==> src/rtl/ff_serializer.sv <==
// Parallel-to-serial feeder for a single-bit enabled flop: valid/ready word load, one bit per cycle out.
// Optional FF_SER_PARITY_EN appends an even-parity bit after the data bits.
module ff_serializer #(
    parameter int WIDTH     = 8,
    parameter bit MSB_FIRST = 1'b1
) (
    input  logic             clk,
    input  logic             clr,
    input  logic             en,
    input  logic             load_valid,
    output logic             load_ready,
    input  logic [WIDTH-1:0] load_data,
    output logic             d_out,
    output logic             d_en,
    output logic             busy,
    output logic             done
);

`ifdef FF_SER_PARITY_EN
    localparam int FRAME_BITS = WIDTH + 1;
`else
    localparam int FRAME_BITS = WIDTH;
`endif
    localparam int CW = $clog2(FRAME_BITS + 1);

    typedef enum logic [1:0] {
        S_IDLE  = 2'd0,
        S_SHIFT = 2'd1,
        S_DONE  = 2'd2
    } state_t;

    state_t           state_q, state_d;
    logic [WIDTH-1:0] shift_q, shift_d;
    logic [CW-1:0]    cnt_q, cnt_d;
    logic             d_out_q, d_out_d;
    logic             d_en_q, d_en_d;
    logic             done_q, done_d;
    logic             data_bit;
    logic [WIDTH-1:0] shift_next;
`ifdef FF_SER_PARITY_EN
    logic             parity_q, parity_d;
`endif

    // Bit order is fixed at elaboration; the word is consumed from one end.
    generate
        if (MSB_FIRST) begin : g_msb
            assign data_bit   = shift_q[WIDTH-1];
            assign shift_next = {shift_q[WIDTH-2:0], 1'b0};
        end else begin : g_lsb
            assign data_bit   = shift_q[0];
            assign shift_next = {1'b0, shift_q[WIDTH-1:1]};
        end
    endgenerate

    assign load_ready = (state_q == S_IDLE) && en;
    assign busy       = (state_q != S_IDLE);
    assign d_out      = d_out_q;
    assign d_en       = d_en_q;
    assign done       = done_q;

    always_comb begin
        state_d = state_q;
        shift_d = shift_q;
        cnt_d   = cnt_q;
        d_out_d = d_out_q;
        d_en_d  = 1'b0;
        done_d  = 1'b0;
`ifdef FF_SER_PARITY_EN
        parity_d = parity_q;
`endif
        case (state_q)
            S_IDLE: begin
                if (load_valid && load_ready) begin
                    shift_d = load_data;
                    cnt_d   = '0;
                    state_d = S_SHIFT;
`ifdef FF_SER_PARITY_EN
                    parity_d = ^load_data;
`endif
                end
            end
            S_SHIFT: begin
                if (en) begin
`ifdef FF_SER_PARITY_EN
                    if (cnt_q < CW'(WIDTH)) begin
                        d_out_d = data_bit;
                        shift_d = shift_next;
                    end else begin
                        d_out_d = parity_q;
                    end
`else
                    d_out_d = data_bit;
                    shift_d = shift_next;
`endif
                    d_en_d = 1'b1;
                    cnt_d  = cnt_q + 1'b1;
                    if (cnt_q == CW'(FRAME_BITS - 1)) begin
                        state_d = S_DONE;
                    end
                end
            end
            S_DONE: begin
                if (en) begin
                    done_d  = 1'b1;
                    state_d = S_IDLE;
                end
            end
            default: state_d = S_IDLE;
        endcase
    end

    always_ff @(posedge clk) begin
        if (clr) begin
            state_q <= S_IDLE;
            shift_q <= '0;
            cnt_q   <= '0;
            d_out_q <= 1'b0;
            d_en_q  <= 1'b0;
            done_q  <= 1'b0;
`ifdef FF_SER_PARITY_EN
            parity_q <= 1'b0;
`endif
        end else begin
            state_q <= state_d;
            shift_q <= shift_d;
            cnt_q   <= cnt_d;
            d_out_q <= d_out_d;
            d_en_q  <= d_en_d;
            done_q  <= done_d;
`ifdef FF_SER_PARITY_EN
            parity_q <= parity_d;
`endif
        end
    end

endmodule

==> config.mk <==
export PLATFORM = sky130hd
export DESIGN_NAME = ff_serializer
export DESIGN_NICKNAME = d
export VERILOG_FILES = /design/src/rtl/ff_serializer.sv
export SDC_FILE = /design/constraint.sdc
export NUM_CORES = 1
export LEC_CHECK = 0
export ABC_AREA = 1
export CAP_MARGIN = 15
export CORE_MARGIN = 5
export CORE_UTILIZATION = 43
export DETAILED_ROUTE_END_ITERATION = 6
export PLACE_DENSITY = 0.71
export SETUP_SLACK_MARGIN = 0.1
export SYNTH_ARGS = -nofsm -noshare
export SYNTH_HDL_FRONTEND = slang
export SYNTH_SLANG_ARGS = --single-unit
export TNS_END_PERCENT = 1
==> constraint.sdc <==
create_clock -name clk -period 2.7 [get_ports clk]
set_clock_uncertainty 0.1 [all_clocks]
set_input_delay 0.81 -clock clk [delete_from_list [all_inputs] [get_ports clk]]
set_output_delay 0.81 -clock clk [all_outputs]
set_load 0.03 [all_outputs]
Word-level counts from Yosys, hierarchy flattened
Cells that the tools add are included.
- output and inout port bits: 5
- logic and storage cells: 38
- flip-flop bits (word level): 17
- bits of input ports: 12
- muxes and demuxes: 12
- bitwise gates (word level): 2
- equality and inequality tests: 7
- add/sub/neg operators: 1
- reductions and logical operators: 10
- operators by type and width (cell ; count):
    8-bit two-way mux ; 2
    8-bit one-hot mux with 2 select lines ; 1
    2-bit two-way mux ; 4
    4-bit two-way mux ; 2
    4-bit one-hot mux with 2 select lines ; 1
    2-bit != test (second input constant) ; 3
    2-bit one-hot mux with 3 select lines ; 1
    4-bit by 1-bit adder with 4-bit output (second input constant) ; 1
    4-bit by 3-bit equality test with 1-bit output (second input constant) ; 1
    4-bit AND reduction ; 1
    2-bit nonzero test ; 2
    2-bit OR reduction ; 2
    3-bit AND reduction ; 1
    2-bit by 1-bit equality test with 1-bit output (second input constant) ; 1
    2-bit equality test (second input constant) ; 1
    1-bit logical AND ; 2
    2-bit logical NOT ; 1
    2-bit by 1-bit != test with 1-bit output (second input constant) ; 1
    1-bit NOT ; 2
    2-bit AND reduction ; 1
    1-bit two-way mux ; 1

Logic depth before layout (Yosys ltp)
Gate-level depths: netlist (run 1).
- depth after elaboration: 5
- gate-level depth with buffers: 9
- mapped depth without buffers: 9

Least setup slack after synthesis (run 1)
Ideal clock, no wire load.
- path type: input-to-output
- start: input en
- end: output load_ready
- data arrival time: 1298 ps
- cell stages on the path: 2
- required time: 1790 ps
- path buffers: 0
- path slack: 492 ps
- cells stage by stage: inv_1 > nor2_1
- cells in the longest elaborated chain, start to end: 1
- RTL lines (item ; line ; text):
    start: declaration ; 9 ; input logic en,
    1-bit logical AND ; 55 ; assign load_ready = (state_q == S_IDLE) && en;
    end: declaration ; 11 ; output logic load_ready,
No other way between the ends.

Final worst setup path (run 1)
Ends and elaborated chain as after synthesis.

==> results.md, run 1 <==
- Final-report setup violation count: 0
- Crit path kind: input pin to primary output
- Routed vias: 815
- Synth top area share: 38.91%
- Mapped Cells: 118
- Critical Path Start Type: input pin
- M1 wire length: 789 µm
- Met2 routed WL: 928 µm
- Fill count: 199
- Commonest non-fill, non-tap cell in the layout: nand2_1
- Status: finished, final reports clean
- Die width: 55.10 µm
- DRC viols: 0
- Top sig layer: met4
- Final GP Congestion: 0.7179
- Root Driver: clkbuf_4
- Count of warnings emitted by yosys: 0
- Area grow syn2layout: 22.75%
- Post-CTS Setup Inserts: 0
- CTS tree: built
- Tot GR Track Use: 14.37%
- CTS H-Tree Depth: 1
- Number of diodes: 0
- R2r setup slk: 1.20 ns
- Vias in the first global route: 757
- Syn Area/Cell: 7.412 µm²
- Num rows: 16
- Library cells used by synthesis: 18
- DR pass1 iterations: 4
- Largest net degree at the start of global routing: 15
- IO buf count: 16
- GRT overflow: 0
- Crit end category: primary output
- Crit-path max FO: 3
- Hold Violations, Final: 0
- Critical-path top delay cell: clkdlybuf4s50_1
- Max Freq: 380.7 MHz
- Met3 Wirelength: 71 µm
- Share of cells above drive strength 1: 24.09%
- DRT iter0 DRCs: 19
- Initial Util: 45.04%
- Tcrit/Tclk final: 97.28%
- Core Box Area: 1942 µm²
- Leakage power: 0.4868 nW
- Max Slew Vio Count: 0
- Vias/cell: 4.970
- Setup_tns: 0 ns
- Worst path cell trace: clkdlybuf4s50_1, inv_1, nor2_2, buf_4
- Die Area: 3036 µm²
- PwrDens: 494.2 nW/µm²
- Maxcap violations: 0
- Post-DRT Antenna Nets: 0
- Dominant cells by area after synthesis: dfxtp_1 (39%), nand2_1 (17%), nor2_2 (7.2%)
- Most frequent cells in the layout: nand2_1 (39), dfxtp_1 (17), clkdlybuf4s50_1 (15)
- VDD IR max: 0.0003274 V
- Final net count: 151
- Crit path time final: 2.627 ns
- Post-synthesis register bit count: 17
- Seq/Total Area, Yosys: 38.91%
- Max-slew headroom: 75.56%
- IO Count: 17
- RSZ-0062 raised after global routing: no
- Synthesized area: 874.6 µm²
- Slew of the pin with the lowest slew margin: 0.3663 ns
- Die Ht: 55.10 µm
- First-pass GRT wire length: 3.077 mm
- DP Worst Slack: 0.1181 ns
- Insertion delay to the later sink of the worst-skew pair: 0.29 ns
- Post-DP HPWL: 1.334 mm
- PnR worst setup slack: 0.07338 ns
- CTS clk-pin slew, worst paths: 0.09 ns
- Initial antenna violation count: 0
- DR WL/cell: 11.28 µm
- Yosys top cell by area: dfxtp_1
- CTS Buf Count: 3
- Slowest stage delay, CP: 0.47 ns
- Syn nets: 131
- Hold crit path type: flip-flop to flip-flop
- Longest Clk Path Bufs: 2
- Crit path arrival time: 1.72 ns
- Routed WL: 1.850 mm
- Clock sink count: 17
- WP data required: 1.79 ns
## through the flow
step	hold slack [ns]	power (mW)	cells	utilization, %	area, µm²
6_report	0.3729	0.5305	164	55.28	1074
3_3_place_gp	0.3512	0.3942	160	53.80	1045
4_1_cts	0.3765	0.5347	164	55.15	1071
5_1_grt	0.4241	0.5617	164	55.28	1074
2_1_floorplan	0.3330	0.3655	118	-	874.6
3_5_place_dp	0.3620	0.3988	160	53.80	1045
## where the power goes
group          internal [mW]  switching (mW)  leakage [nW]
Combinational         0.0477          0.0677         0.333
Sequential             0.266          0.0118         0.139
Clock                 0.0575          0.0798        0.0150
## layout make-up
class / count / area, µm² / share of cell area, %
inverters: 11 / 46.29 / 4.312
repair buffers: 18 / 172.7 / 16.08
clock buffers: 4 / 26.28 / 2.448
multi-input cells: 87 / 454.2 / 42.31
well taps: 27 / 33.78 / 3.147
flip-flops and latches: 17 / 340.3 / 31.70
## per-layer routing
| layer | vias to the layer above | GRT usage, % |
|---|---|---|
| met4 | 0 | 6.073 |
| met5 | - | 0 |
| li1 | 409 | - |
| met1 | 370 | 16.18 |
| met2 | 25 | 25.20 |
| met3 | 11 | 4.021 |
## state kept, by name, indices dropped and copies added (netlist names)
name,flops
cnt_q,4
d_en,1
state_q,2
done,1
shift_q,8
d_out,1
## Yosys cell counts
library cell / n
ha_1: 1
o21ai_2: 7
nor3_1: 1
nor2_2: 10
nand2_4: 3
a21oi_2: 3
buf_6: 1
nand2_1: 39
dfxtp_1: 17
inv_4: 2
a21oi_1: 4
buf_12: 1
inv_2: 1
o21ai_0: 3
inv_1: 8
nor2_1: 9
nand3_1: 7
buf_2: 1
## cells by family after synthesis
logic type / after synthesis / synth area share (%)
and+or+nand+nor: 69 / 36.19
buffers and inverters: 14 / 9.441
AOI/OAI and AO/OA: 17 / 14.02
adders and majority gates: 1 / 1.430
DFF: 17 / 38.91
## worst max-delay path: cells and delay by family
| family | cells | cell delay [ns] |
|---|---|---|
| buffers and inverters | 3 | 0.74 |
| AND/OR/NAND/NOR | 1 | 0.16 |
## worst paths after layout
kind	cells past startpoint	to	start
max	4	load_ready	en
min reg2reg	2	d_out$_SDFFE_PP0P_	d_out$_SDFFE_PP0P_
max reg2reg	7	shift_q[3]$_SDFFE_PP0P_	state_q[0]$_SDFFE_PP0P_
min	2	d_out$_SDFFE_PP0P_	d_out$_SDFFE_PP0P_
## repair_timing
item	in CTS	in global routing
endpoints found under the setup margin	0	1
gates resized for setup	0	1
hold buffers	0	0
Power figures use the tool's default switching activity.
==> inputs of run 2 (changes only) <==
--- a/config.mk
+++ b/config.mk
@@ -7,10 +7,12 @@
 export LEC_CHECK = 0
 export ABC_AREA = 1
 export CAP_MARGIN = 15
-export CORE_MARGIN = 5
+export CORE_MARGIN = 2
 export CORE_UTILIZATION = 43
+export CTS_CLUSTER_DIAMETER = 60
 export DETAILED_ROUTE_END_ITERATION = 6
 export PLACE_DENSITY = 0.71
+export REMOVE_ABC_BUFFERS = 1
 export SETUP_SLACK_MARGIN = 0.1
 export SYNTH_ARGS = -nofsm -noshare
 export SYNTH_HDL_FRONTEND = slang
==> results.md, run 2 (synthesis results as in run 1) <==
- Crit path time final: 2.570 ns
- Final GP Congestion: 0.8005
- Vias/cell: 4.683
- Longest Clk Path Bufs: 2
- Tot Pwr: 530.3 µW
- Hold wc startpoint: d_out$_SDFFE_PP0P_
- IO buf count: 16
- Crit-path max FO: 3
- Critical-path top delay cell: clkdlybuf4s50_1
- First-pass GRT wire length: 3.139 mm
- Post-DP HPWL: 1.289 mm
- Root Driver: clkbuf_4
- CTS Buf Count: 3
- DRT iter0 DRCs: 18
- Fill count: 193
- Worst path cell trace: clkdlybuf4s50_1, inv_1, nor2_4, buf_6
- VDD IR max: 0.0002815 V
- Largest net degree at the start of global routing: 15
- Die Ht: 49.10 µm
- Hold_buf cts: 0
- Max Freq: 389.1 MHz
- CTS tree: built
- WP data required: 1.79 ns
- Core Box Area: 1942 µm²
- Delay-heaviest family, CP: buffers and inverters
- Tcrit/Tclk final: 95.18%
- Die Area: 2411 µm²
- Max reg flops: 8
- Share of cells above drive strength 1: 24.09%
- IO Count: 17
- Crit path arrival time: 1.66 ns
- Routed WL: 1.775 mm
- Slowest stage delay, CP: 0.49 ns
- Vias in the first global route: 776
- PwrDens: 490.0 nW/µm²
- DP Worst Slack: 0.09952 ns
- Final-report setup violation count: 0
- GRT overflow: 0
- DR WL/cell: 10.82 µm
- Biggest regs: shift_q (8), cnt_q (4), state_q (2)
- Setup_tns: 0 ns
- CTS H-Tree Depth: 1
- Area grow syn2layout: 23.75%
- Die width: 49.10 µm
- Max Slew Vio Count: 0
- Commonest non-fill, non-tap cell in the layout: nand2_1
- DR pass1 iterations: 4
- Hold crit path type: flip-flop to flip-flop
- DRC viols: 0
- Initial antenna violation count: 0
- Post-DRT Antenna Nets: 0
- RSZ-0062 raised after global routing: yes
- Leakage power: 0.4891 nW
- Biggest register: shift_q
- Crit end category: primary output
- PnR worst setup slack: 0.1300 ns
- Hold Violations, Final: 0
- Crit path kind: input pin to primary output
- Initial Util: 45.04%
- Maxcap violations: 0
- Insertion delay to the later sink of the worst-skew pair: 0.29 ns
- Max-slew headroom: 78.94%
- Routed vias: 768
- CP Buf/Inv Count: 3
- Clock sink count: 17
- Tot GR Track Use: 16.69%
- Reg-to-reg startpoint: state_q[0]$_SDFFE_PP0P_
- Status: finished, final reports clean
- Setup crit start: en
- Num rows: 16
- Hold_ws: 0.3712 ns
- Most frequent cells in the layout: nand2_1 (39), dfxtp_1 (17), clkdlybuf4s50_1 (15)
- Critical Path Start Type: input pin
- CTS clk-pin slew, worst paths: 0.09 ns
- Slew of the pin with the lowest slew margin: 0.3149 ns
- Number of diodes: 0
- Final net count: 151
[run 2: metal layers]
metal  part of all wire [%]  GRT usage, %  vias to the layer above
li1                       -             -                      405
met1                     43         19.66                      349
met2                     51         28.83                       12
met3                    4.6         5.521                        2
met4                   0.68         4.286                        0
met5                      0             0                        -
[run 2: final cells by class]
class	count	area (µm²)	area share, %
Clock buffer	4	26.28	2.428
Inverter	11	46.29	4.277
Timing Repair Buffer	18	176.4	16.30
Tap cell	27	33.78	3.121
Sequential cell	17	340.3	31.44
Multi-Input combinational cell	87	459.2	42.43
[run 2: where the power goes]
part           leakage (nW)  internal [mW]  switching, mW  total, mW
Clock                0.0150         0.0575         0.0775      0.135
Combinational         0.335         0.0491         0.0683      0.117
Sequential            0.139          0.266         0.0120      0.278
Total                 0.489          0.372          0.158      0.530
[run 2: through the flow]
step                util [%]  instance area, µm²  std cells
floorplan                  -               838.3        115
detailed placement     53.80                1045        160
CTS                    55.15                1071        164
global route           55.73                1082        164
finish                 55.73                1082        164
global placement       53.80                1045        160
[run 2: worst paths after layout]
path	end	slack (ns)	depth (start not counted)
worst max register to register	shift_q[1]$_SDFFE_PP0P_	1.18	7
worst max-delay path	load_ready	0.13	4
worst min-delay path	d_out$_SDFFE_PP0P_	0.37	2
worst min register to register	d_out$_SDFFE_PP0P_	0.37	2
[run 2: timing repair]
item / in CTS / in global routing
resized for setup: 0 / 3
setup endpoints to repair: 0 / 1
setup buffers: 0 / 0
[run 2: worst reg2reg max path, cell delays in order, from the launching register on]
cell and delay [ns]:
dfxtp_1 0.44, nand2_4 0.13, inv_4 0.16, nand2_4 0.08, nand2_4 0.21, inv_4 0.10, nor2_1 0.14, nor2_2 0.05
